$ cat config.mk
export PLATFORM = sky130hd
export DESIGN_NAME = calc_seq_flat
export DESIGN_NICKNAME = d
export VERILOG_FILES = /design/src/rtl/calc_pkg.sv /design/src/rtl/calc_seq_if.sv /design/src/rtl/bcd_digit_alu.sv /design/src/rtl/calc_seq.sv /design/src/flat_wrapper.sv
export SDC_FILE = /design/constraint.sdc
export NUM_CORES = 1
export LEC_CHECK = 0
export BUFFER_PORTS_ARGS = -buffer_cell sky130_fd_sc_hd__buf_2
export CORE_ASPECT_RATIO = 1.25
export CORE_MARGIN = 4
export CORE_UTILIZATION = 30
export DETAILED_ROUTE_END_ITERATION = 8
export HOLD_SLACK_MARGIN = 0.15
export PLACE_DENSITY = 0.53
export SLEW_MARGIN = 10
export SYNTH_ARGS = -nofsm -noshare
export SYNTH_HDL_FRONTEND = slang
export SYNTH_SLANG_ARGS = --single-unit
$ cat constraint.sdc
create_clock -name clock -period 5.8 [get_ports clock]
set_clock_uncertainty 0.15 [all_clocks]
set_input_delay 0.58 -clock clock [delete_from_list [all_inputs] [get_ports clock]]
set_output_delay 0.58 -clock clock [all_outputs]
set_load 0.01 [all_outputs]
$ cat src/rtl/calc_pkg.sv
// calc_pkg: shared types and helpers for the calc_seq BCD calculator.
//   op_t           pending arithmetic operation
//   state_t        sequencer state
//   DigitW         bits per BCD digit
//   bcd_digit_add  one-digit BCD add/subtract with decimal correction
//   key_encode     one-hot keypad to digit, lowest index wins
package calc_pkg;

   localparam int unsigned DigitW = 4;

   typedef enum logic [1:0] {OP_NONE, OP_ADD, OP_SUB} op_t;

   typedef enum logic [2:0] {S_IDLE, S_ADD, S_SUB, S_CPL, S_DONE} state_t;

   // Returns {carry/borrow out, digit}. Operands must be valid BCD digits.
   function automatic logic [DigitW:0] bcd_digit_add(input logic [DigitW-1:0] a,
                                                     input logic [DigitW-1:0] b,
                                                     input logic              cin,
                                                     input logic              sub);
      logic [DigitW:0] t;
      logic [DigitW:0] t_adj;
      logic [DigitW:0] res;
      if (!sub) begin
         t     = {1'b0, a} + {1'b0, b} + {{DigitW{1'b0}}, cin};
         t_adj = t - (DigitW + 1)'(10);
         if (t > (DigitW + 1)'(9)) res = {1'b1, t_adj[DigitW-1:0]};
         else                      res = {1'b0, t[DigitW-1:0]};
      end else begin
         // A negative raw difference shows up as the extra top bit set.
         t     = {1'b0, a} - {1'b0, b} - {{DigitW{1'b0}}, cin};
         t_adj = t + (DigitW + 1)'(10);
         if (t[DigitW]) res = {1'b1, t_adj[DigitW-1:0]};
         else           res = {1'b0, t[DigitW-1:0]};
      end
      return res;
   endfunction

   // Returns {valid, digit}; the lowest set index wins.
   function automatic logic [DigitW:0] key_encode(input logic [9:0] onehot);
      logic [DigitW:0] res;
      res = '0;
      for (int i = 9; i >= 0; i--) begin
         if (onehot[i]) res = {1'b1, DigitW'(i)};
      end
      return res;
   endfunction

endpackage

$ cat src/rtl/calc_seq_if.sv
// calc_seq_if: keypad/command inputs and display outputs of calc_seq.
//   keys[15:0]           one-hot keypad, [9:0] are digits 0-9
//   clear/plus/minus/equal  level-sampled commands
//   ibuf, cbuf           BCD entry buffer and result magnitude, LS digit in [3:0]
//   neg, ovf, busy       result sign, sticky overflow, arithmetic in progress
// master drives the commands, slave (the calculator) drives the display path.
interface calc_seq_if
   import calc_pkg::*;
#(
   parameter int unsigned DIGITS = 8
) ();

   logic [15:0]              keys;
   logic                     clear;
   logic                     plus;
   logic                     minus;
   logic                     equal;
   logic [DigitW*DIGITS-1:0] ibuf;
   logic [DigitW*DIGITS-1:0] cbuf;
   logic                     neg;
   logic                     ovf;
   logic                     busy;

   modport master (
      output keys, clear, plus, minus, equal,
      input  ibuf, cbuf, neg, ovf, busy
   );

   modport slave (
      input  keys, clear, plus, minus, equal,
      output ibuf, cbuf, neg, ovf, busy
   );

endinterface

$ cat src/rtl/bcd_digit_alu.sv
// bcd_digit_alu: combinational single-digit BCD adder/subtractor.
//   a_i, b_i   BCD digit operands
//   cin_i      incoming carry (add) or borrow (subtract)
//   sub_i      1 selects a_i - b_i - cin_i
//   digit_o    corrected BCD digit
//   cout_o     carry or borrow out
module bcd_digit_alu
   import calc_pkg::*;
(
   input  logic [DigitW-1:0] a_i,
   input  logic [DigitW-1:0] b_i,
   input  logic              cin_i,
   input  logic              sub_i,
   output logic [DigitW-1:0] digit_o,
   output logic              cout_o
);

   assign {cout_o, digit_o} = bcd_digit_add(a_i, b_i, cin_i, sub_i);

endmodule

$ cat src/rtl/calc_seq.sv
// calc_seq: keypad BCD calculator with signed accumulator and digit-serial add/sub.
//   clock  rising-edge clock
//   reset  asynchronous active-high reset
//   bus    calc_seq_if slave: keys and commands in, ibuf/cbuf/neg/ovf/busy out
// One bcd_digit_alu is time-shared: operands shift right one digit per cycle and
// the result shifts in from the top, so after DIGITS cycles it is aligned.
module calc_seq
   import calc_pkg::*;
#(
   parameter int unsigned DIGITS = 8
) (
   input logic       clock,
   input logic       reset,
   calc_seq_if.slave bus
);

   localparam int unsigned W     = DigitW * DIGITS;
   localparam int unsigned CntW  = $clog2(DIGITS + 1);
   localparam int unsigned StepW = $clog2(DIGITS);

   state_t            state_q, state_d;
   op_t               pending_q, pending_d;
   logic [9:0]        keys_q, keys_d;
   logic [W-1:0]      ibuf_q, ibuf_d;
   logic [CntW-1:0]   cnt_q, cnt_d;
   logic [W-1:0]      cbuf_q, cbuf_d;
   logic              neg_q, neg_d;
   logic              ovf_q, ovf_d;
   logic [W-1:0]      a_q, a_d;
   logic [W-1:0]      b_q, b_d;
   logic [W-1:0]      r_q, r_d;
   logic              carry_q, carry_d;
   logic [StepW-1:0]  step_q, step_d;
   logic              mag_add_q, mag_add_d;
   logic              flip_q, flip_d;

   logic [9:0]        key_rise;
   logic              key_valid;
   logic [DigitW-1:0] key_digit;
   logic              cmd_valid;
   op_t               cmd_op;
   logic              last_step;
   logic [DigitW-1:0] alu_a, alu_b, alu_digit;
   logic              alu_cin, alu_sub, alu_cout;

   logic unused_keys;
   assign unused_keys = ^bus.keys[15:10];

   bcd_digit_alu u_alu (
      .a_i     (alu_a),
      .b_i     (alu_b),
      .cin_i   (alu_cin),
      .sub_i   (alu_sub),
      .digit_o (alu_digit),
      .cout_o  (alu_cout)
   );

   always_comb begin
      state_d   = state_q;
      pending_d = pending_q;
      keys_d    = bus.keys[9:0];
      ibuf_d    = ibuf_q;
      cnt_d     = cnt_q;
      cbuf_d    = cbuf_q;
      neg_d     = neg_q;
      ovf_d     = ovf_q;
      a_d       = a_q;
      b_d       = b_q;
      r_d       = r_q;
      carry_d   = carry_q;
      step_d    = step_q;
      mag_add_d = mag_add_q;
      flip_d    = flip_q;

      key_rise               = bus.keys[9:0] & ~keys_q;
      {key_valid, key_digit} = key_encode(key_rise);
      cmd_valid              = 1'b0;
      cmd_op                 = OP_NONE;
      last_step              = (step_q == StepW'(DIGITS - 1));

      alu_a   = a_q[DigitW-1:0];
      alu_b   = b_q[DigitW-1:0];
      alu_cin = carry_q;
      alu_sub = (state_q != S_ADD);

      unique case (state_q)
         S_IDLE: begin
            if (bus.equal) begin
               cmd_valid = 1'b1;
               cmd_op    = OP_NONE;
            end else if (bus.minus) begin
               cmd_valid = 1'b1;
               cmd_op    = OP_SUB;
            end else if (bus.plus) begin
               cmd_valid = 1'b1;
               cmd_op    = OP_ADD;
            end
            if (cmd_valid) begin
               // Any command drops a key arriving in the same cycle.
               ibuf_d    = '0;
               cnt_d     = '0;
               pending_d = cmd_op;
               if (pending_q == OP_NONE) begin
                  cbuf_d = ibuf_q;
                  neg_d  = 1'b0;
               end else begin
                  // Same sign and add, or negative and subtract: magnitudes add.
                  mag_add_d = (pending_q == OP_ADD) ^ neg_q;
                  state_d   = mag_add_d ? S_ADD : S_SUB;
                  a_d       = cbuf_q;
                  b_d       = ibuf_q;
                  r_d       = '0;
                  carry_d   = 1'b0;
                  step_d    = '0;
                  flip_d    = 1'b0;
               end
            end else if (key_valid && (cnt_q < CntW'(DIGITS))) begin
               ibuf_d = {ibuf_q[W-DigitW-1:0], key_digit};
               cnt_d  = cnt_q + CntW'(1);
            end
         end
         S_ADD, S_SUB, S_CPL: begin
            a_d     = a_q >> DigitW;
            b_d     = b_q >> DigitW;
            r_d     = {alu_digit, r_q[W-1:DigitW]};
            carry_d = alu_cout;
            step_d  = step_q + StepW'(1);
            if (last_step) begin
               step_d  = '0;
               state_d = S_DONE;
               if ((state_q == S_SUB) && alu_cout) begin
                  // |acc| < B: result is 10^DIGITS - r, recovered as 0 - r.
                  state_d = S_CPL;
                  a_d     = '0;
                  b_d     = r_d;
                  carry_d = 1'b0;
                  flip_d  = 1'b1;
               end
            end
         end
         S_DONE: begin
            state_d = S_IDLE;
            cbuf_d  = r_q;
            ovf_d   = ovf_q | (mag_add_q & carry_q);
            neg_d   = (r_q == '0) ? 1'b0 : (neg_q ^ flip_q);
         end
         default: state_d = S_IDLE;
      endcase

      if (bus.clear) begin
         state_d   = S_IDLE;
         pending_d = OP_NONE;
         ibuf_d    = '0;
         cnt_d     = '0;
         cbuf_d    = '0;
         neg_d     = 1'b0;
         ovf_d     = 1'b0;
         a_d       = '0;
         b_d       = '0;
         r_d       = '0;
         carry_d   = 1'b0;
         step_d    = '0;
         mag_add_d = 1'b0;
         flip_d    = 1'b0;
      end
   end

   always_ff @(posedge clock or posedge reset) begin
      if (reset) begin
         state_q   <= S_IDLE;
         pending_q <= OP_NONE;
         keys_q    <= '0;
         ibuf_q    <= '0;
         cnt_q     <= '0;
         cbuf_q    <= '0;
         neg_q     <= 1'b0;
         ovf_q     <= 1'b0;
         a_q       <= '0;
         b_q       <= '0;
         r_q       <= '0;
         carry_q   <= 1'b0;
         step_q    <= '0;
         mag_add_q <= 1'b0;
         flip_q    <= 1'b0;
      end else begin
         state_q   <= state_d;
         pending_q <= pending_d;
         keys_q    <= keys_d;
         ibuf_q    <= ibuf_d;
         cnt_q     <= cnt_d;
         cbuf_q    <= cbuf_d;
         neg_q     <= neg_d;
         ovf_q     <= ovf_d;
         a_q       <= a_d;
         b_q       <= b_d;
         r_q       <= r_d;
         carry_q   <= carry_d;
         step_q    <= step_d;
         mag_add_q <= mag_add_d;
         flip_q    <= flip_d;
      end
   end

   assign bus.ibuf = ibuf_q;
   assign bus.cbuf = cbuf_q;
   assign bus.neg  = neg_q;
   assign bus.ovf  = ovf_q;
   assign bus.busy = (state_q != S_IDLE);

endmodule

$ cat src/flat_wrapper.sv
// flat-port wrapper written by rule: the top's interface ports become plain ports
module calc_seq_flat import calc_pkg::*;
#(
   parameter int unsigned DIGITS = 8
)
  (clock, reset, bus_keys, bus_clear, bus_plus, bus_minus, bus_equal, bus_ibuf, bus_cbuf, bus_neg, bus_ovf, bus_busy);
  calc_seq_if #(.DIGITS(DIGITS)) bus_i ();
  input logic clock;
  input logic reset;
  input wire logic [$bits(bus_i.keys)-1:0] bus_keys;
  input wire logic [$bits(bus_i.clear)-1:0] bus_clear;
  input wire logic [$bits(bus_i.plus)-1:0] bus_plus;
  input wire logic [$bits(bus_i.minus)-1:0] bus_minus;
  input wire logic [$bits(bus_i.equal)-1:0] bus_equal;
  output wire logic [$bits(bus_i.ibuf)-1:0] bus_ibuf;
  output wire logic [$bits(bus_i.cbuf)-1:0] bus_cbuf;
  output wire logic [$bits(bus_i.neg)-1:0] bus_neg;
  output wire logic [$bits(bus_i.ovf)-1:0] bus_ovf;
  output wire logic [$bits(bus_i.busy)-1:0] bus_busy;
  assign bus_i.keys = bus_keys;
  assign bus_i.clear = bus_clear;
  assign bus_i.plus = bus_plus;
  assign bus_i.minus = bus_minus;
  assign bus_i.equal = bus_equal;
  assign bus_ibuf = bus_i.ibuf;
  assign bus_cbuf = bus_i.cbuf;
  assign bus_neg = bus_i.neg;
  assign bus_ovf = bus_i.ovf;
  assign bus_busy = bus_i.busy;
  calc_seq #(.DIGITS(DIGITS)) u_core (.clock(clock), .reset(reset), .bus(bus_i));
endmodule
==> flow_summary.yaml <==
routing:
  ant_nets: 0
  drtPass1Iterations: 5
  viasPerCell: 5.35
  wire_per_inst_um: 20.7
  vias: 6964
  dr.first_iter.drc_count: 494
  drc: 0
  drt-total-wl_mm: 26.9
cells_and_area:
  regArea_sq_um: 4680
  syn_to_final_growth_pct: 15.7
  drive_above_1_share: 0.165
  multi_input_area_sq_um: 3930
  utilization: 0.353
  fin_area_sq_um: 10300
  final_nets: 932
  antenna_cells: 0
  nFillCells: 2977
logic_synthesis:
  synth-simple-area-share: 0.124
  yosys_warnings: 0
  synthAdderAreaFrac: 0.0286
  yosysSeqAreaShare: 0.524
  synth.largest_area_cell: "dfrtp_1"
  synth_nets: 878
  synth_top_family_by_area: "compound AO/OA/AOI/OAI gates"
  synth_edf_count: 0
  netlist.area_leader.share: 0.524
  ys_top_cells_by_area: "dfrtp_1 52%, a22oi_1 4.9%, mux2i_1 3.9%"
  synth.distinct_cells: 62
  ys.flop_type: "dfrtp_1"
  syn_area_sq_um: 8940
  synth_area_per_cell_sq_um: 10.7
  synth_mux_area_frac: 0.0417
  synth_compound_area_frac: 0.236
  async_flop_share: 1.00
  synthXorXnorAreaFrac: 0.00392
  ys_ff_latch: 187
  synthCells: 838
min_path:
  holdCritPathClass: "in -> async"
global_route:
  grt_antenna_before_repair: 0
  grt_util_all_layers: 0.165
  grt_max_degree: 149
  grt_pass1_wl_mm: 42.4
  overflow: 0
  grt_pass1_vias: 6897
die:
  die_w_um: 162
  floorplan.initialDensity: 0.305
  die-height_um: 201
  rows: 70
  io_pins: 89
  die_area_sq_um: 32600
  core_sq_um: 29300
clock_tree:
  ctsResizeCount: 0
  cts_max_level: 4
  cts_sinks: 187
  cts_made_buffers: 17
  path_clk_slew_ps: 80
  clock_latency_ps: 430
  clockBufferDepth: 2
  cts_root_buf: "clkbuf_16"
  cts_tree: "built"
sta:
  finalMaxSlewViolations: 0
  rsz0062_at_grt: "false"
  relSlewSlack: 0.370
  fin_crit_ps: 3490
  tightestPinTransition_ps: 943
  setup_violations: 0
  setup_tns_ps: 0
  layout_setup_ws_ps: 2310
  clock.fmax_mhz: 287
  whs_ps: 189
  final-hold-violation-count: 0
  min_period_over_period: 0.601
power_and_ir_drop:
  p_leak_uw: 0.00450
  vdd_drop_max_v: 0.000147
  p_int_uw: 1980
  clockPowerShare: 0.391
  p_per_area_nw_per_um2: 280
  combPwrFrac: 0.148
  swShare: 0.317
  p_sw_uw: 917
  pwr-share-seq: 0.461
worst_setup_path:
  worstReg2RegStart: "u_core.alu_cin"
  crit_arrival_ps: 3700
  worstPathRequired_ps: 6010
  slowest_stage: "nor2_8"
  cp.depth: 8
  reg2reg_to: "u_core.b_q[16]"
  cp_top_family: "compound AO/OA/AOI/OAI gates"
  crit_chain: "inv_1, fa_1, fa_1, nand2b_1, a22o_1, o211a_2, nor2_8, a221o_1"
  max_stage_delay_ps: 710
  end_kind: "flip-flop"
  startpoint: "u_core.alu_cin"
  worstRegToRegCells: 8
  path_class: "reg -> reg"
  endpoint: "u_core.b_q[16]"
  cpMostUsedCell: "fa_1"
  path_buf_inv: 1
  worst-r2r-setup-slack_ps: 2310
  cp_max_fo: 55
  crit_path_start_kind: "flip-flop"
placement:
  dp_slack_ps: 2330
  port-buffer-count: 82
  postPlaceCellArea_sq_um: 9690
  gp_congestion: 0.785
  hpwl_mm: 17.6
run_status:
  outcome: "finished clean"
job:
  drv_cap: 0
-- layout by cell type, fill, tap and decap left out, types with 29 or more instances in the layout --
cell type and n:
nand2_1 82, buf_2 81, o21ai_0 44, a22oi_1 58, dfrtp_1 187, nor2_1 51
o2bb2ai_1 31, a221o_1 29, mux2i_1 35, a22o_1 35, o31ai_1 36, nand3_1 36
-- power groups by stage --
stage,registers [uW],logic [uW],clock network (uW)
global placement,1360,427,0
floorplan,1350,301,0
CTS,1340,435,1160
finish,1340,427,1130
detailed placement,1360,429,0
global route,1340,469,1210
-- layout make-up --
type                            count  share of cell area
Inverter                           18             0.00689
Sequential cell                   187               0.452
Clock buffer                       17              0.0411
Multi-Input combinational cell    565               0.380
Tap cell                          396              0.0479
Clock inverter                     15              0.0128
Timing Repair Buffer              103              0.0588
-- stage by stage --
step,power [uW],cells
finish,2890,1301
global route,3020,1301
CTS,2930,1301
detailed placement,1790,1259
global placement,1790,1259
floorplan,1660,838
-- state kept, by name, indices dropped and copies added, names as in the netlist --
signal            cells
u_core.b_q           32
u_core.cnt_q          4
u_core.bus.neg        1
u_core.pending_q      2
u_core.bus.ovf        1
u_core.keys_q        10
u_core.state_q        3
u_core.alu_cin        1
u_core.a_q           32
u_core.bus.cbuf      32
u_core.mag_add_q      1
u_core.flip_q         1
u_core.r_q           32
u_core.step_q         3
u_core.bus.ibuf      32
-- how the worst min path moves through the flow --
stage	start	endpoint	slack [ps]
after floorplan	u_core.a_q[28]	u_core.a_q[28]	300
after global placement	u_core.a_q[28]	u_core.a_q[24]	310
after detailed placement	u_core.a_q[31]	u_core.a_q[27]	320
after CTS	reset	u_core.a_q[18]	200
after global routing	reset	u_core.a_q[18]	240
final	reset	u_core.a_q[18]	190
-- layer usage --
metal  share of wire  wire, um  vias to the layer above  track usage
li1                -         -                     3245            -
met1            0.45     12200                     3545        0.225
met2            0.49     13300                      161        0.274
met3           0.040      1080                       13       0.0273
met4           0.013       340                        0       0.0405
met5               0         0                        -            0
-- cell usage after synthesis (6+ instances only) --
master       n
a221o_1     29
a22oi_1     58
ha_1        14
nand2_1     82
dfrtp_1    187
o21ai_0     44
nand3_1     36
a21oi_1     10
mux2i_1     35
o31ai_1     36
nor4_1      11
nor2b_1     10
nand2b_1     6
o2bb2ai_1   31
a22o_1      35
buf_2       29
clkbuf_1    30
nor2_1      53
inv_1       18
-- what timing repair did --
action	in CTS	in global routing
hold buffers	10	0
hold endpoints to repair	10	0
setup buffers	0	0
-- kinds of logic (layout without fill, tap and decap cells) --
| kind of cell | after synthesis | after routing |
|---|---|---|
| buffers and inverters | 86 | 153 |
| adder cells (fa/ha/maj) | 18 | 18 |
| multiplexers | 37 | 37 |
| AO/OA/AOI/OAI | 274 | 274 |
| XOR/XNOR | 4 | 4 |
| AND/OR/NAND/NOR | 232 | 232 |
| flip-flops | 187 | 187 |
Note: power is estimated with default switching activity, not from simulation.
